`src/rtl/mcu_cmd_receiver_if.sv`:
```
// Signal bundle between the MCU command receiver and the flows it triggers.
// master: the receiver (consumes TXD_MCU, drives requests); slave: the request consumer.
interface mcu_cmd_receiver_if;
  logic        TXD_MCU;
  logic        baud_req;
  logic [7:0]  baud_cmd;
  logic        demand_addr_req;
  logic        erase_req;
  logic        bad_block_req;
  logic [11:0] bad_block_addr;
  logic        frame_err;
  logic        rx_busy;

  modport master (
    input  TXD_MCU,
    output baud_req, baud_cmd, demand_addr_req, erase_req,
           bad_block_req, bad_block_addr, frame_err, rx_busy
  );

  modport slave (
    output TXD_MCU,
    input  baud_req, baud_cmd, demand_addr_req, erase_req,
           bad_block_req, bad_block_addr, frame_err, rx_busy
  );
endinterface

```
`src/rtl/mcu_cmd_receiver.sv`:
```
// 8N1 UART command receiver: assembles C0/C2/CE/C3 frames into single-cycle requests.
// Optional fifth XOR checksum byte per frame when CMD_RX_CHECKSUM_EN is defined.
module mcu_cmd_receiver #(
  parameter int CLKS_PER_BIT = 24,
  parameter int TIMEOUT_CLKS = 4800
) (
  input  logic               clk,
  input  logic               rst_n,
  mcu_cmd_receiver_if.master bus
);
  localparam int CNT_W = $clog2(CLKS_PER_BIT);
  localparam int TMO_W = $clog2(TIMEOUT_CLKS + 1);
  localparam logic [CNT_W-1:0] HALF_BIT  = CNT_W'(CLKS_PER_BIT / 2);
  localparam logic [CNT_W-1:0] LAST_BIT  = CNT_W'(CLKS_PER_BIT - 1);
  localparam logic [TMO_W-1:0] TMO_LIMIT = TMO_W'(TIMEOUT_CLKS);

  localparam logic [7:0] HDR_BAUD   = 8'hC0;
  localparam logic [7:0] HDR_DEMAND = 8'hC2;
  localparam logic [7:0] HDR_BAD    = 8'hC3;
  localparam logic [7:0] HDR_ERASE  = 8'hCE;

  typedef enum logic [1:0] {B_IDLE, B_START, B_DATA, B_STOP} bit_state_t;
  typedef enum logic [2:0] {
    F_HDR, F_SUB, F_DLO, F_DHI
`ifdef CMD_RX_CHECKSUM_EN
    , F_CHK
`endif
  } frm_state_t;

  logic sync1_q, sync2_q, rx_prev_q;

  bit_state_t       bit_q, bit_d;
  logic [CNT_W-1:0] cnt_q, cnt_d;
  logic [2:0]       idx_q, idx_d;
  logic [7:0]       shift_q, shift_d;
  logic             stop_sample, byte_valid, stop_err;

  frm_state_t       frm_q, frm_d;
  logic [TMO_W-1:0] tmo_q, tmo_d;
  logic             tmo_hit, hdr_ok, fire;
  logic [7:0]       hdr_q, hdr_d, dlo_q, dlo_d;
  logic [3:0]       dhi_nib;
`ifdef CMD_RX_CHECKSUM_EN
  logic [7:0]       dhi_q, dhi_d;
`endif
  logic             baud_req_q, baud_req_d, demand_q, demand_d;
  logic             erase_q, erase_d, bad_q, bad_d, err_q, err_d;
  logic [7:0]       baud_cmd_q, baud_cmd_d;
  logic [11:0]      bba_q, bba_d;

  // rx_prev_q lets IDLE see a genuine high-to-low edge rather than a held-low line.
  always_ff @(posedge clk or negedge rst_n) begin
    if (!rst_n) begin
      sync1_q   <= 1'b1;
      sync2_q   <= 1'b1;
      rx_prev_q <= 1'b1;
    end else begin
      sync1_q   <= bus.TXD_MCU;
      sync2_q   <= sync1_q;
      rx_prev_q <= sync2_q;
    end
  end

  always_ff @(posedge clk or negedge rst_n) begin
    if (!rst_n) begin
      bit_q   <= B_IDLE;
      cnt_q   <= '0;
      idx_q   <= '0;
      shift_q <= '0;
    end else begin
      bit_q   <= bit_d;
      cnt_q   <= cnt_d;
      idx_q   <= idx_d;
      shift_q <= shift_d;
    end
  end

  always_comb begin
    bit_d   = bit_q;
    cnt_d   = cnt_q;
    idx_d   = idx_q;
    shift_d = shift_q;
    case (bit_q)
      B_IDLE: begin
        if (rx_prev_q && !sync2_q) begin
          bit_d = B_START;
          cnt_d = '0;
        end
      end
      B_START: begin
        if (cnt_q == HALF_BIT) begin
          cnt_d = '0;
          idx_d = '0;
          bit_d = sync2_q ? B_IDLE : B_DATA;
        end else begin
          cnt_d = cnt_q + 1'b1;
        end
      end
      B_DATA: begin
        if (cnt_q == LAST_BIT) begin
          cnt_d   = '0;
          shift_d = {sync2_q, shift_q[7:1]};
          idx_d   = idx_q + 3'd1;
          if (idx_q == 3'd7) bit_d = B_STOP;
        end else begin
          cnt_d = cnt_q + 1'b1;
        end
      end
      default: begin
        if (cnt_q == LAST_BIT) begin
          cnt_d = '0;
          bit_d = B_IDLE;
        end else begin
          cnt_d = cnt_q + 1'b1;
        end
      end
    endcase
  end

  always_comb begin
    stop_sample = (bit_q == B_STOP) && (cnt_q == LAST_BIT);
    byte_valid  = stop_sample && sync2_q;
    stop_err    = stop_sample && !sync2_q;
  end

  assign hdr_ok  = (shift_q == HDR_BAUD) || (shift_q == HDR_DEMAND) ||
                   (shift_q == HDR_BAD)  || (shift_q == HDR_ERASE);
  assign tmo_hit = (frm_q != F_HDR) && (tmo_q == TMO_LIMIT);

  // The counter saturates at the limit; the frame FSM drops to HDR the next cycle, clearing it.
  always_comb begin
    tmo_d = tmo_q;
    if (byte_valid || frm_q == F_HDR) tmo_d = '0;
    else if (bit_q == B_IDLE && !tmo_hit) tmo_d = tmo_q + 1'b1;
  end

  always_ff @(posedge clk or negedge rst_n) begin
    if (!rst_n) frm_q <= F_HDR;
    else        frm_q <= frm_d;
  end

  always_comb begin
    frm_d = frm_q;
    if (stop_err || tmo_hit) begin
      frm_d = F_HDR;
    end else if (byte_valid) begin
      case (frm_q)
        F_HDR: frm_d = hdr_ok ? F_SUB : F_HDR;
        F_SUB: frm_d = (shift_q == 8'h00) ? F_DLO : F_HDR;
        F_DLO: frm_d = F_DHI;
`ifdef CMD_RX_CHECKSUM_EN
        F_DHI: frm_d = F_CHK;
`endif
        default: frm_d = F_HDR;
      endcase
    end
  end

  always_comb begin
    baud_req_d = 1'b0;
    demand_d   = 1'b0;
    erase_d    = 1'b0;
    bad_d      = 1'b0;
    err_d      = stop_err || tmo_hit;
    fire       = 1'b0;
    baud_cmd_d = baud_cmd_q;
    bba_d      = bba_q;
    hdr_d      = hdr_q;
    dlo_d      = dlo_q;
`ifdef CMD_RX_CHECKSUM_EN
    dhi_d      = dhi_q;
    dhi_nib    = dhi_q[3:0];
`else
    dhi_nib    = shift_q[3:0];
`endif
    if (byte_valid) begin
      case (frm_q)
        F_HDR: begin
          if (hdr_ok) hdr_d = shift_q;
          else        err_d = 1'b1;
        end
        F_SUB: err_d = (shift_q != 8'h00);
        F_DLO: dlo_d = shift_q;
`ifdef CMD_RX_CHECKSUM_EN
        F_DHI: dhi_d = shift_q;
        F_CHK: begin
          if (shift_q == (hdr_q ^ dlo_q ^ dhi_q)) fire  = 1'b1;
          else                                    err_d = 1'b1;
        end
`else
        F_DHI: fire = 1'b1;
`endif
        default: ;
      endcase
    end
    if (fire) begin
      case (hdr_q)
        HDR_BAUD: begin
          baud_req_d = 1'b1;
          baud_cmd_d = dlo_q;
        end
        HDR_DEMAND: demand_d = 1'b1;
        HDR_ERASE:  erase_d  = 1'b1;
        default: begin
          bad_d = 1'b1;
          bba_d = {dhi_nib, dlo_q};
        end
      endcase
    end
  end

  always_ff @(posedge clk or negedge rst_n) begin
    if (!rst_n) begin
      tmo_q      <= '0;
      hdr_q      <= '0;
      dlo_q      <= '0;
`ifdef CMD_RX_CHECKSUM_EN
      dhi_q      <= '0;
`endif
      baud_req_q <= 1'b0;
      demand_q   <= 1'b0;
      erase_q    <= 1'b0;
      bad_q      <= 1'b0;
      err_q      <= 1'b0;
      baud_cmd_q <= '0;
      bba_q      <= '0;
    end else begin
      tmo_q      <= tmo_d;
      hdr_q      <= hdr_d;
      dlo_q      <= dlo_d;
`ifdef CMD_RX_CHECKSUM_EN
      dhi_q      <= dhi_d;
`endif
      baud_req_q <= baud_req_d;
      demand_q   <= demand_d;
      erase_q    <= erase_d;
      bad_q      <= bad_d;
      err_q      <= err_d;
      baud_cmd_q <= baud_cmd_d;
      bba_q      <= bba_d;
    end
  end

  assign bus.baud_req        = baud_req_q;
  assign bus.baud_cmd        = baud_cmd_q;
  assign bus.demand_addr_req = demand_q;
  assign bus.erase_req       = erase_q;
  assign bus.bad_block_req   = bad_q;
  assign bus.bad_block_addr  = bba_q;
  assign bus.frame_err       = err_q;
  assign bus.rx_busy         = (frm_q != F_HDR);
endmodule
```
`src/flat_wrapper.sv`:
```
// flat-port wrapper written by rule: the top's interface ports become plain ports
module mcu_cmd_receiver_flat 
#(
  parameter int CLKS_PER_BIT = 24,
  parameter int TIMEOUT_CLKS = 4800
)
  (clk, rst_n, bus_TXD_MCU, bus_baud_req, bus_baud_cmd, bus_demand_addr_req, bus_erase_req, bus_bad_block_req, bus_bad_block_addr, bus_frame_err, bus_rx_busy);
  mcu_cmd_receiver_if bus_i ();
  input  logic clk;
  input  logic rst_n;
  input wire logic [$bits(bus_i.TXD_MCU)-1:0] bus_TXD_MCU;
  output wire logic [$bits(bus_i.baud_req)-1:0] bus_baud_req;
  output wire logic [$bits(bus_i.baud_cmd)-1:0] bus_baud_cmd;
  output wire logic [$bits(bus_i.demand_addr_req)-1:0] bus_demand_addr_req;
  output wire logic [$bits(bus_i.erase_req)-1:0] bus_erase_req;
  output wire logic [$bits(bus_i.bad_block_req)-1:0] bus_bad_block_req;
  output wire logic [$bits(bus_i.bad_block_addr)-1:0] bus_bad_block_addr;
  output wire logic [$bits(bus_i.frame_err)-1:0] bus_frame_err;
  output wire logic [$bits(bus_i.rx_busy)-1:0] bus_rx_busy;
  assign bus_i.TXD_MCU = bus_TXD_MCU;
  assign bus_baud_req = bus_i.baud_req;
  assign bus_baud_cmd = bus_i.baud_cmd;
  assign bus_demand_addr_req = bus_i.demand_addr_req;
  assign bus_erase_req = bus_i.erase_req;
  assign bus_bad_block_req = bus_i.bad_block_req;
  assign bus_bad_block_addr = bus_i.bad_block_addr;
  assign bus_frame_err = bus_i.frame_err;
  assign bus_rx_busy = bus_i.rx_busy;
  mcu_cmd_receiver #(.CLKS_PER_BIT(CLKS_PER_BIT), .TIMEOUT_CLKS(TIMEOUT_CLKS)) u_core (.clk(clk), .rst_n(rst_n), .bus(bus_i));
endmodule
```
`config.mk`:
```
export PLATFORM = sky130hd
export DESIGN_NAME = mcu_cmd_receiver_flat
export DESIGN_NICKNAME = d
export VERILOG_FILES = /design/src/rtl/mcu_cmd_receiver_if.sv /design/src/rtl/mcu_cmd_receiver.sv /design/src/flat_wrapper.sv
export SDC_FILE = /design/constraint.sdc
export NUM_CORES = 1
export LEC_CHECK = 0
export CAP_MARGIN = 20
export CORE_AREA = 5 5 82 84
export DETAILED_ROUTE_END_ITERATION = 7
export DIE_AREA = 0 0 87 89
export HOLD_SLACK_MARGIN = 0.02
export PLACE_DENSITY = 0.81
export SLEW_MARGIN = 0
export SYNTH_ARGS = -nofsm -noshare
export SYNTH_HDL_FRONTEND = slang
export SYNTH_SLANG_ARGS = --single-unit
```
`constraint.sdc`:
```
create_clock -name clk -period 4.5 [get_ports clk]
set_clock_uncertainty 0.05 [all_clocks]
set_input_delay 0.45 -clock clk [delete_from_list [all_inputs] [get_ports clk]]
set_output_delay 0.45 -clock clk [all_outputs]
set_load 0.005 [all_outputs]
```
==> results.json <==
{
  "synth_area_um2": 3570,
  "ys_top_cells_by_area": "dfrtp_1, mux2_2, mux2_4",
  "cp-startpoint": "u_core.cnt_q[1]",
  "syn_inst": 279,
  "p_sw_uw": 408,
  "start_util_pct": 61.0,
  "synth-seq-cells": 77,
  "max-slew-margin-rel_pct": 38.9,
  "chipWidth_um": 87,
  "slowest_delay_ns": 0.49,
  "cts_root_buffer": "clkbuf_8",
  "fin_cells": 386,
  "grt.overflow.total": 0,
  "synth_cell_types": 60,
  "leakage_uw": 0.00185,
  "via_count": 2244,
  "totalWireLength_mm": 6.26,
  "worst_slack_ns": 2.16,
  "hold_viol_final": 0,
  "combPwrFrac_pct": 10.4,
  "cp.required_ns": 4.68,
  "finalCriticalPeriod_ns": 2.34,
  "min_path_type": "in2async",
  "clkTransAtPathRegs_ns": 0.09,
  "drive_gt1_share_pct": 25.1,
  "status": "complete, no violations",
  "syn-num-nets": 288,
  "first_global_vias": 2207,
  "cts_setup_buffers": 0,
  "postRouteAntennaNets": 0,
  "worstSetupStartpointType": "register",
  "dp.cells": 370,
  "drcViolationCount": 0,
  "regArea_um2": 1930,
  "synth-edff-count": 0,
  "post-dp-hpwl_mm": 4.19,
  "insertion_delay_ns": 0.34,
  "cp_slowest_cell": "a21boi_4",
  "rr_worst_depth": 5,
  "switching_share_pct": 26.8,
  "cts_buffer_depth": 2,
  "area_growth_pct": 14.4,
  "routedWlPerCell_um": 16.2,
  "power.share.sequential_pct": 51.2,
  "finalSetupViolations": 0,
  "pre_cts_slack_ns": 2.18,
  "yosysWarningCount": 0,
  "io_pins": 29,
  "rr_endpoint": "u_core.bus.bad_block_addr[0]",
  "cp.arrival_ns": 2.52,
  "cts_resized": 0,
  "place.gp.congestion": 0.815,
  "cts_tree": "done",
  "numCtsBuffers": 9,
  "r2r_setup_slack_ns": 2.16,
  "worst-path-buf-inv": 0,
  "power_uw": 1520,
  "io_buffers": 28,
  "antenna_found_initial": 0,
  "rows": 28,
  "rsz0062_at_grt": "no",
  "async_flop_share_pct": 100,
  "r2r_start": "u_core.cnt_q[1]",
  "cp_top_family": "simple AND/OR/NAND/NOR gates",
  "ys.flop_type": "dfrtp_1",
  "worstMarginPinSlew_ns": 0.917,
  "max-cap-violations": 0,
  "drtPass1Iterations": 4,
  "drv_slew": 0,
  "cts-htree-levels": 3,
  "final_nets": 315,
  "via_per_inst": 5.81,
  "hold_buffers": 0,
  "die_area_um2": 7740,
  "fp.coreArea_um2": 5850,
  "drt-initial-drc-count": 110,
  "cp_cell_sequence": "ha_1 -> and3b_1 -> and3_4 -> a21boi_4 -> mux2_2",
  "cts.sinks": 77,
  "grt_start_max_net_pins": 78,
  "setup_tns_ns": 0,
  "ir_drop_mv": 0.268,
  "crit_type": "reg2reg",
  "yosysTopAreaCellShare_pct": 51.9,
  "finalCritPeriodShare_pct": 52.0,
  "grt_pass1_wl_mm": 10.8,
  "grt_usage_pct": 18.0,
  "fillers": 387,
  "p_per_area_nw_per_um2": 372,
  "die_y_um": 89,
  "critical_path.max_fanout": 13,
  "yosys.area.top_type": "dfrtp_1",
  "p_int_uw": 1110,
  "synth-seq-area-share_pct": 54.1,
  "antennaDiodeCount": 0,
  "multi_input_comb_area_um2": 1530,
  "max_freq_mhz": 427,
  "finish.utilization_pct": 69.8,
  "clockPowerShare_pct": 38.4,
  "cp-end-kind": "register",
  "syn-mean-instance-area_um2": 12.8
}
-- flip-flops by register name, indices dropped and copies added, names as in the netlist, 2 cells and up --
signal / count
u_core.tmo_q: 13
u_core.cnt_q: 5
u_core.dlo_q: 8
u_core.bus.bad_block_addr: 12
u_core.shift_q: 8
u_core.hdr_q: 8
u_core.idx_q: 3
u_core.bus.baud_cmd: 8
u_core.frm_q: 2
u_core.bit_q: 2
-- worst max path at each step --
stage	end	slack [ns]	depth (start not counted)
after floorplan	u_core.bus.bad_block_addr[10]	2.62	7
after global placement	u_core.bus.bad_block_addr[0]	2.24	5
after detailed placement	u_core.bus.bad_block_addr[0]	2.18	5
after CTS	u_core.bus.bad_block_addr[0]	2.16	5
after global routing	u_core.bus.bad_block_addr[0]	2.07	5
final	u_core.bus.bad_block_addr[0]	2.16	5
-- power groups by stage --
stage	Sequential, uW	Clock [uW]	Combinational [uW]
final	778	584	159
after global routing	786	633	181
after CTS	777	595	161
after detailed placement	792	0	160
after global placement	787	0	152
after floorplan	761	0	157
-- synth_stat cells (3+ instances only) --
master	number
nor2_1	11
or4_1	5
nand2_1	9
nor4_1	3
buf_2	6
and3_1	3
nand2b_1	4
mux2_4	9
mux2_2	32
and3_2	3
o31ai_1	5
nor2b_1	3
o21ai_0	3
dfstp_2	3
and2_1	3
xor2_1	6
nand3_1	14
nand3_2	3
a21oi_1	11
nand4_1	7
dfrtp_1	74
inv_1	6
a22o_1	3
ha_1	6
-- cell families after synthesis --
group	count (synthesis)	synth area share (%)
flip-flops	77	54.1
multiplexers	45	15.1
XOR/XNOR	7	1.72
AND/OR/NAND/NOR	92	17.2
AO/OA/AOI/OAI	33	6.73
adder cells (fa/ha/maj)	6	2.10
buffers and inverters	19	3.12
-- metal layers --
layer,part of all wire [%],track usage (%)
met2,47,27.3
met4,1.6,7.22
met5,0,0
met1,48,25.4
met3,2.8,3.96
-- worst reg2reg max path: cells and delay by family (launching register included) --
kind | cells | cell delay (ns)
compound gates | 1 | 0.49
fa+ha+maj | 1 | 0.21
flops | 1 | 0.39
mux | 1 | 0.41
simple gates | 2 | 0.69
-- layout make-up --
cell class	count	area share, %
sequential	77	47.3
inverter	7	0.643
timing repair buffer	28	6.80
clock buffer	9	3.03
clock inverter	7	2.51
tap	75	2.30
multi-input combinational	183	37.4
-- through the flow --
stage	cell area, um^2	hold slack [ns]
after floorplan	3570	0.104
after global placement	3860	0.296
after detailed placement	3860	0.301
after CTS	4080	0.227
after global routing	4080	0.270
final	4080	0.180
-- layout by cell type (no fill, tap or decap), drive strengths merged, types with 6 or more instances in the layout --
| cell type | instances |
|---|---|
| nand2 | 9 |
| a21oi | 11 |
| mux2 | 43 |
| clkbuf | 9 |
| inv | 10 |
| and3 | 7 |
| clkdlybuf4s50 | 27 |
| dfrtp | 74 |
| xor2 | 6 |
| nor2 | 12 |
| nand3 | 17 |
| ha | 6 |
| nand4 | 7 |
(Power assumes the default switching activity.)
